## src/rtl/hmc_rf_access_arbiter.sv

```systemverilog
// Round-robin arbiter serialising NUM_CH requesters onto the single HMC RF port.
// Optional watchdog on the RF access is enabled by defining RF_ARB_TIMEOUT_EN.
`timescale 1ns/1ps
module hmc_rf_access_arbiter #(
   parameter int unsigned NUM_CH         = 4,
   parameter int unsigned HMC_RF_AWIDTH  = 4,
   parameter int unsigned HMC_RF_RWIDTH  = 64,
   parameter int unsigned HMC_RF_WWIDTH  = 64,
   parameter int unsigned TIMEOUT_CYCLES = 255
) (
   input  logic                              clk,
   input  logic                              res_n,
   input  logic [NUM_CH-1:0]                 ch_req,
   input  logic [NUM_CH-1:0]                 ch_we,
   input  logic [NUM_CH*HMC_RF_AWIDTH-1:0]   ch_addr,
   input  logic [NUM_CH*HMC_RF_WWIDTH-1:0]   ch_wdata,
   output logic [NUM_CH-1:0]                 ch_ack,
   output logic [HMC_RF_RWIDTH-1:0]          ch_rdata,
   output logic                              ch_invalid,
   output logic                              ch_timeout,
   output logic                              busy,
   output logic [HMC_RF_AWIDTH-1:0]          rf_address,
   output logic                              rf_read_en,
   output logic                              rf_write_en,
   output logic [HMC_RF_WWIDTH-1:0]          rf_write_data,
   input  logic [HMC_RF_RWIDTH-1:0]          rf_read_data,
   input  logic                              rf_invalid_address,
   input  logic                              rf_access_complete
);

   localparam int unsigned CW = (NUM_CH > 1) ? $clog2(NUM_CH) : 1;

   typedef enum logic [1:0] {IDLE, ISSUE, WAIT, RESP} state_t;

   state_t                     state_q, state_d;
   logic [CW-1:0]              rr_q, rr_d;
   logic [CW-1:0]              grant_q, grant_d;
   logic                       we_q, we_d;
   logic [HMC_RF_AWIDTH-1:0]   addr_q, addr_d;
   logic [HMC_RF_WWIDTH-1:0]   wdata_q, wdata_d;
   logic [HMC_RF_RWIDTH-1:0]   rdata_q, rdata_d;
   logic                       invalid_q, invalid_d;
`ifdef RF_ARB_TIMEOUT_EN
   localparam int unsigned TW = $clog2(TIMEOUT_CYCLES);
   logic [TW-1:0]              cnt_q, cnt_d;
   logic                       timeout_q, timeout_d;
`endif

   logic [CW-1:0]              cand;
   logic [CW-1:0]              gnt;
   logic                       gnt_found;

   // First requester strictly after the RR pointer, wrapping modulo NUM_CH.
   always_comb begin
      cand      = '0;
      gnt       = '0;
      gnt_found = 1'b0;
      for (int unsigned i = 1; i <= NUM_CH; i++) begin
         cand = CW'((32'(rr_q) + i) % NUM_CH);
         if (!gnt_found && ch_req[cand]) begin
            gnt       = cand;
            gnt_found = 1'b1;
         end
      end
   end

   always_comb begin
      state_d   = state_q;
      rr_d      = rr_q;
      grant_d   = grant_q;
      we_d      = we_q;
      addr_d    = addr_q;
      wdata_d   = wdata_q;
      rdata_d   = rdata_q;
      invalid_d = invalid_q;
`ifdef RF_ARB_TIMEOUT_EN
      cnt_d     = cnt_q;
      timeout_d = timeout_q;
`endif
      case (state_q)
         IDLE: begin
            if (gnt_found) begin
               grant_d   = gnt;
               rr_d      = gnt;
               we_d      = ch_we[gnt];
               addr_d    = ch_addr[32'(gnt)*HMC_RF_AWIDTH +: HMC_RF_AWIDTH];
               wdata_d   = ch_wdata[32'(gnt)*HMC_RF_WWIDTH +: HMC_RF_WWIDTH];
               rdata_d   = '0;
               invalid_d = 1'b0;
`ifdef RF_ARB_TIMEOUT_EN
               cnt_d     = '0;
               timeout_d = 1'b0;
`endif
               state_d   = ISSUE;
            end
         end
         ISSUE, WAIT: begin
            // Completion wins over watchdog expiry in the same cycle.
            if (rf_access_complete) begin
               rdata_d   = we_q ? '0 : rf_read_data;
               invalid_d = rf_invalid_address;
               state_d   = RESP;
            end
`ifdef RF_ARB_TIMEOUT_EN
            else if (cnt_q == TW'(TIMEOUT_CYCLES - 1)) begin
               rdata_d   = '0;
               invalid_d = 1'b0;
               timeout_d = 1'b1;
               state_d   = RESP;
            end
`endif
            else begin
`ifdef RF_ARB_TIMEOUT_EN
               cnt_d   = cnt_q + TW'(1);
`endif
               state_d = WAIT;
            end
         end
         RESP:    state_d = IDLE;
         default: state_d = IDLE;
      endcase
   end

   always_ff @(posedge clk or negedge res_n) begin
      if (!res_n) begin
         state_q   <= IDLE;
         rr_q      <= CW'(NUM_CH - 1);
         grant_q   <= '0;
         we_q      <= 1'b0;
         addr_q    <= '0;
         wdata_q   <= '0;
         rdata_q   <= '0;
         invalid_q <= 1'b0;
`ifdef RF_ARB_TIMEOUT_EN
         cnt_q     <= '0;
         timeout_q <= 1'b0;
`endif
      end else begin
         state_q   <= state_d;
         rr_q      <= rr_d;
         grant_q   <= grant_d;
         we_q      <= we_d;
         addr_q    <= addr_d;
         wdata_q   <= wdata_d;
         rdata_q   <= rdata_d;
         invalid_q <= invalid_d;
`ifdef RF_ARB_TIMEOUT_EN
         cnt_q     <= cnt_d;
         timeout_q <= timeout_d;
`endif
      end
   end

   always_comb begin
      ch_ack     = '0;
      ch_rdata   = '0;
      ch_invalid = 1'b0;
      ch_timeout = 1'b0;
      if (state_q == RESP) begin
         ch_ack[grant_q] = 1'b1;
         ch_rdata        = rdata_q;
         ch_invalid      = invalid_q;
`ifdef RF_ARB_TIMEOUT_EN
         ch_timeout      = timeout_q;
`endif
      end
   end

   assign busy          = (state_q != IDLE);
   assign rf_read_en    = (state_q == ISSUE) && !we_q;
   assign rf_write_en   = (state_q == ISSUE) && we_q;
   assign rf_address    = busy ? addr_q : '0;
   assign rf_write_data = busy ? wdata_q : '0;

endmodule

```

## config.mk

```make
export PLATFORM = sky130hd
export DESIGN_NAME = hmc_rf_access_arbiter
export DESIGN_NICKNAME = d
export VERILOG_FILES = /design/src/rtl/hmc_rf_access_arbiter.sv
export SDC_FILE = /design/constraint.sdc
export NUM_CORES = 1
export LEC_CHECK = 0
export CORE_AREA = 2 2 188 190
export CTS_CLUSTER_SIZE = 30
export DETAILED_ROUTE_END_ITERATION = 7
export DIE_AREA = 0 0 190 192
export PLACE_DENSITY = 0.55
export SYNTH_ARGS = -nofsm -noshare
export SYNTH_HDL_FRONTEND = slang
export SYNTH_SLANG_ARGS = --single-unit
```

## constraint.sdc

```tcl
create_clock -name clk -period 2.4 [get_ports clk]
set_input_delay 0.48 -clock clk [delete_from_list [all_inputs] [get_ports clk]]
set_output_delay 0.48 -clock clk [all_outputs]
set_load 0.1 [all_outputs]
```

Yosys cells after proc, flatten, opt, wreduce, memory -nomap -nowiden
Index checks and enable logic that the tools add are counted.

word-level totals
  register bits after elaboration = 140
  latch bits = 0
  memory bits (writable) = 0
  bits in read-only memories = 0
  bits of input ports = 348
  output and inout port bits = 141
  word-level logic and storage cells = 77
  memories kept = 0

cells by class
  $add $sub $neg = 4
  multiply operators = 0
  divide/modulo/power cells = 0
  $lt $le $gt $ge = 7
  equality and inequality tests = 5
  shift-type cells = 2
  multiplexer cells = 35
  bitwise gates (word level) = 0
  reduce and logical (&&, ||, !) cells = 16

operator list
  kind                                                                                 count
  64-bit 2-to-1 mux                                                                    5
  256-bit by 9-bit indexed part select with 64-bit output                              1
  64-bit case mux with 2 select lines                                                  1
  2-bit by 3-bit less-than comparator with 1-bit output, second input constant         6
  16-bit by 5-bit indexed part select with 4-bit output                                1
  1-bit 2-to-1 mux                                                                     14
  1-bit binary-select mux with 2-bit select                                            5
  2-bit 2-to-1 mux                                                                     5
  4-bit 2-to-1 mux                                                                     2
  1-bit logical AND                                                                    6
  2-bit case mux with 3 select lines                                                   1
  2-bit by 1-bit adder with 2-bit output, second input constant                        2
  2-bit adder, second input constant                                                   2
  2-bit == test, second input constant                                                 2
  1-bit zero test                                                                      4
  2-bit != test, second input constant                                                 2
  2-bit nonzero test                                                                   2
  3-bit AND reduction                                                                  1
  1-bit demux with 2-bit select                                                        1
  2-bit by 1-bit == test with 1-bit output, second input constant                      1
  2-bit by 1-bit greater-or-equal comparator with 1-bit output, second input constant  1
  2-bit zero test                                                                      1
  1-bit case mux with 2 select lines                                                   1
  2-bit AND reduction                                                                  1
  2-bit OR reduction                                                                   1

Longest topological paths before layout
  depth in word-level cells = 15
  depth in mapped cells = 9
  gate-level depth less buffers = 7

Least setup slack after synthesis
No wires, ideal clock.

  path kind = reg2out
  start = reg state_q[0]
  end = out ch_ack[0]
  arrival time = 3.066 ns
  data required time = 1.920 ns
  slack = -1.146 ns
  cell stages (with the launch flop) = 4
  buffers on the path = 1
  cell sequence = dfrtp_1 -> ha_1 -> clkbuf_1 -> nor3b_1

between the ends
  longest elaborated chain between the ends = 2

ends and longest elaborated chain
  what                    line  RTL
  start, declared         35    state_t state_q, state_d;
  start signal, assigned  139   state_q <= state_d;
  2-bit == test           159   if (state_q == RESP) begin
  4-bit 2-to-1 mux        159
  end, declared           17    output logic [NUM_CH-1:0] ch_ack,

No other way between the ends.

Worst setup path after layout
  start = reg rr_q[1]
  end = reg wdata_q[53]

between the ends
  longest elaborated chain between the ends = 14
  elaborated cells between the ends (all ways) = 28
  classes of those cells = 4 x add/sub; 1 x shift; 16 x mux; 7 x reduce/logical

ends and longest elaborated chain
  what                                                                                                   line  RTL
  start, declared                                                                                        36    logic [CW-1:0] rr_q, rr_d;
  start signal, assigned                                                                                 127   rr_q <= CW'(NUM_CH - 1);
  start signal, assigned                                                                                 140   rr_q <= rr_d;
  2-bit by 1-bit adder with 2-bit output                                                                 59    cand = CW'((32'(rr_q) + i) % NUM_CH);
  1-bit binary-select mux with 2-bit select                                                              60    if (!gnt_found && ch_req[cand]) begin
  1-bit 2-to-1 mux (implied by the code)                                                                 60
  1-bit 2-to-1 mux                                                                                       60
  1-bit zero test                                                                                        60
  1-bit logical AND                                                                                      60
  1-bit 2-to-1 mux                                                                                       60
  1-bit zero test                                                                                        60
  1-bit logical AND                                                                                      60
  1-bit 2-to-1 mux                                                                                       60
  1-bit zero test                                                                                        60
  1-bit logical AND                                                                                      60
  2-bit 2-to-1 mux / 1-bit 2-to-1 mux (equally long branches)                                            60
  256-bit by 9-bit indexed part select with 64-bit output / 2-bit AND reduction (equally long branches)  -
  end signal, assigned                                                                                   144   wdata_q <= wdata_d;
  end, declared                                                                                          40    logic [HMC_RF_WWIDTH-1:0] wdata_q, wdata_d;

Parallel ways exist; a longest one is shown, timed or not. The select of a mux whose other input is x is not followed.
A chain may end at the register's enable or synchronous reset.

==> flow_summary.toml <==
[route]
drc = 0
drtIter0Drc = 350
routed_via_density = 4.45
detail-route-antenna-nets = 0
wl_per_cell_um = 18.3
via_count = 8119
dr.pass1.iters = 5
finalWirelength_um = 33500

[floorplan]
die-area_um2 = 36500
die_h_um = 192
coreArea_um2 = 34300
die_w_um = 190
fp-row-count = 68
start_util = 0.242
ioPinCount = 489

[critical_path]
critPathMaxFanout = 26
required_ns = 2.68
arrival_ns = 2.61
cp-start-kind = "register"
path_class = "reg2reg"
cp-end-kind = "register"

[finish]
layout_commonest_cell = "clkdlybuf4s50_1"
layout_common_cells = "clkdlybuf4s50_1, nand2_1, buf_12"
final_cells = 1825
area_growth_pct = 93.9
nNetsFinal = 1707
fillers = 3170
drive_above_1_share = 0.205
fin_util = 0.469

[place]
placed_cells = 1790
pre_cts_ws_ns = -0.189
gp_congestion = 0.819
hpwl_um = 26100
portBuffers = 487

[clock_tree]
cts_tree = "yes"
clkTransAtPathRegs_ns = 0.06
clk_latency_ns = 0.43
clock-sinks = 140
root_buffer = "clkbuf_16"
holdBufCountCts = 0
clk_path_buf_depth = 2
numCtsBuffers = 17
htree_num_levels = 4

[global_route]
met2_usage = 0.325
grt_pass1_vias = 8578
grt_overflow = 0
grtUsageMet1 = 0.212
grt_max_degree = 60
antenna_found_initial = 2
grt_busiest_layer = "met2"
grt.total_usage = 0.178
grt_pass1_wl_um = 49700
grt_use_met3 = 0.0404

[power]
peakVddDrop_mv = 0.629
powerDensity_nw_per_um2 = 1500
finalPower_mw = 24.2
leakage_nw = 7.03

[timing]
clock-skew-final_ns = 0.0125
setup_slack_ns = 0.0776
fin_crit_ns = 2.32
fin_tns_setup_ns = 0
final_max_slew_viol_count = 0
worstMarginPinSlew_ns = 0.627
max_freq_mhz = 431
rsz0062_at_grt = "true"
hold_viol = 0
relSlewSlack = 0.582
setup_viol = 0
fin_crit_sh = 0.968

[yosys]
avgSynthCellArea_um2 = 9.54
yosysSeqAreaShare = 0.423
syn_area_um2 = 8290
ys_seq_elements = 140
ys_types = 35
yosysWarnings = 0
synth_cells = 869
synth_nets = 1220

[hold_path]
holdCritPathClass = "in2async"

[status]
status = "complete, no violations"

[flow_run]
maxCapViolCount = 0
-- cells in the mapped netlist (all sizes together) --
cell    count  area share
and3        2      0.0015
nor4        1     0.00076
o211ai      1     0.00091
inv         7      0.0032
o21a        1     0.00091
a31o        1      0.0011
nand2     209       0.095
or2         1     0.00076
dfrtp     138        0.42
clkbuf     46       0.021
nand2b      2      0.0015
conb        1     0.00045
buf        30       0.042
a311oi      1      0.0032
mux2i     139        0.17
nor2        2     0.00091
o21ai      68       0.041
o221ai     69       0.080
nor3b       2      0.0018
dfstp       2      0.0063
o22ai       2      0.0015
nor2b      70       0.053
ha          3      0.0045
and2       66       0.050
a211oi      1     0.00091
a21oi       3      0.0018
nand3b      1     0.00091
-- power by group --
part / total, mW / internal [mW] / switching (mW)
sequential: 3.85 / 3.34 / 0.507
combinational: 17.5 / 6.52 / 11.0
clock: 2.87 / 1.73 / 1.14
-- path summary, 6_finish.rpt --
path                             startpoint          end  slack (ns)  cells after the start
worst max-delay path                rr_q[1]  wdata_q[53]        0.08                      7
worst min-delay path                  res_n  wdata_q[59]        0.03                      1
worst max register to register      rr_q[1]  wdata_q[53]        0.08                      7
worst min register to register  rdata_q[21]  rdata_q[21]        0.47                      2
max in group asynchronous             res_n  wdata_q[40]        1.64                      2
min in group clk                rdata_q[21]  rdata_q[21]        0.47                      2
-- cell families (layout without fill, tap and decap cells) --
| kind of cell | after synthesis | after routing | synth area share |
|---|---|---|---|
| simple gates | 356 | 356 | 0.205 |
| other cells | 1 | 3 | 0.000452 |
| compound gates | 147 | 147 | 0.132 |
| buf+inv | 83 | 582 | 0.0669 |
| mux | 139 | 139 | 0.168 |
| flops | 140 | 140 | 0.423 |
| fa+ha+maj | 3 | 3 | 0.00453 |
-- critical path: stages, from the launching register on --
cell and delay, ns:
dfstp_2 0.61, mux2i_1 0.20, o21ai_1 0.12, a311oi_4 0.28
buf_12 0.25, buf_4 0.18, mux2i_1 0.35, o221ai_1 0.18
-- what timing repair did --
item	in CTS	in global routing
endpoints found under the hold margin	0	0
endpoints found under the setup margin	19	33
resized for setup	5	4
setup buffers	2	0
-- flip-flops by register name (all words and copies together) (netlist names) --
signal,cells
addr_q,4
grant_q,2
invalid_q,1
rdata_q,64
rr_q,2
state_q,2
wdata_q,64
we_q,1
-- area by class of cell --
type | instances | area [um2] | area share
Clock inverter | 11 | 155 | 0.00965
Tap cell | 455 | 569 | 0.0354
Antenna cell | 2 | 5.00 | 0.000311
Multi-Input combinational cell | 646 | 4450 | 0.277
Timing Repair Buffer | 544 | 6900 | 0.429
Sequential cell | 140 | 3510 | 0.218
Inverter | 7 | 26.3 | 0.00163
Clock buffer | 20 | 467 | 0.0290
-- metal layers --
layer | routed length, um | vias up
li1 | - | 3976
met1 | 13500 | 3833
met2 | 17600 | 289
met3 | 2000 | 21
met4 | 350 | 0
met5 | 0 | -
-- stage by stage --
| step | instance area, um2 | hold slack [ns] |
|---|---|---|
| floorplan | 8450 | 0.184 |
| global placement | 15400 | 0.454 |
| detailed placement | 15400 | 0.463 |
| CTS | 16100 | 0.0429 |
| global route | 16100 | 0.0499 |
| finish | 16100 | 0.0277 |
Power figures use the tool's default switching activity.
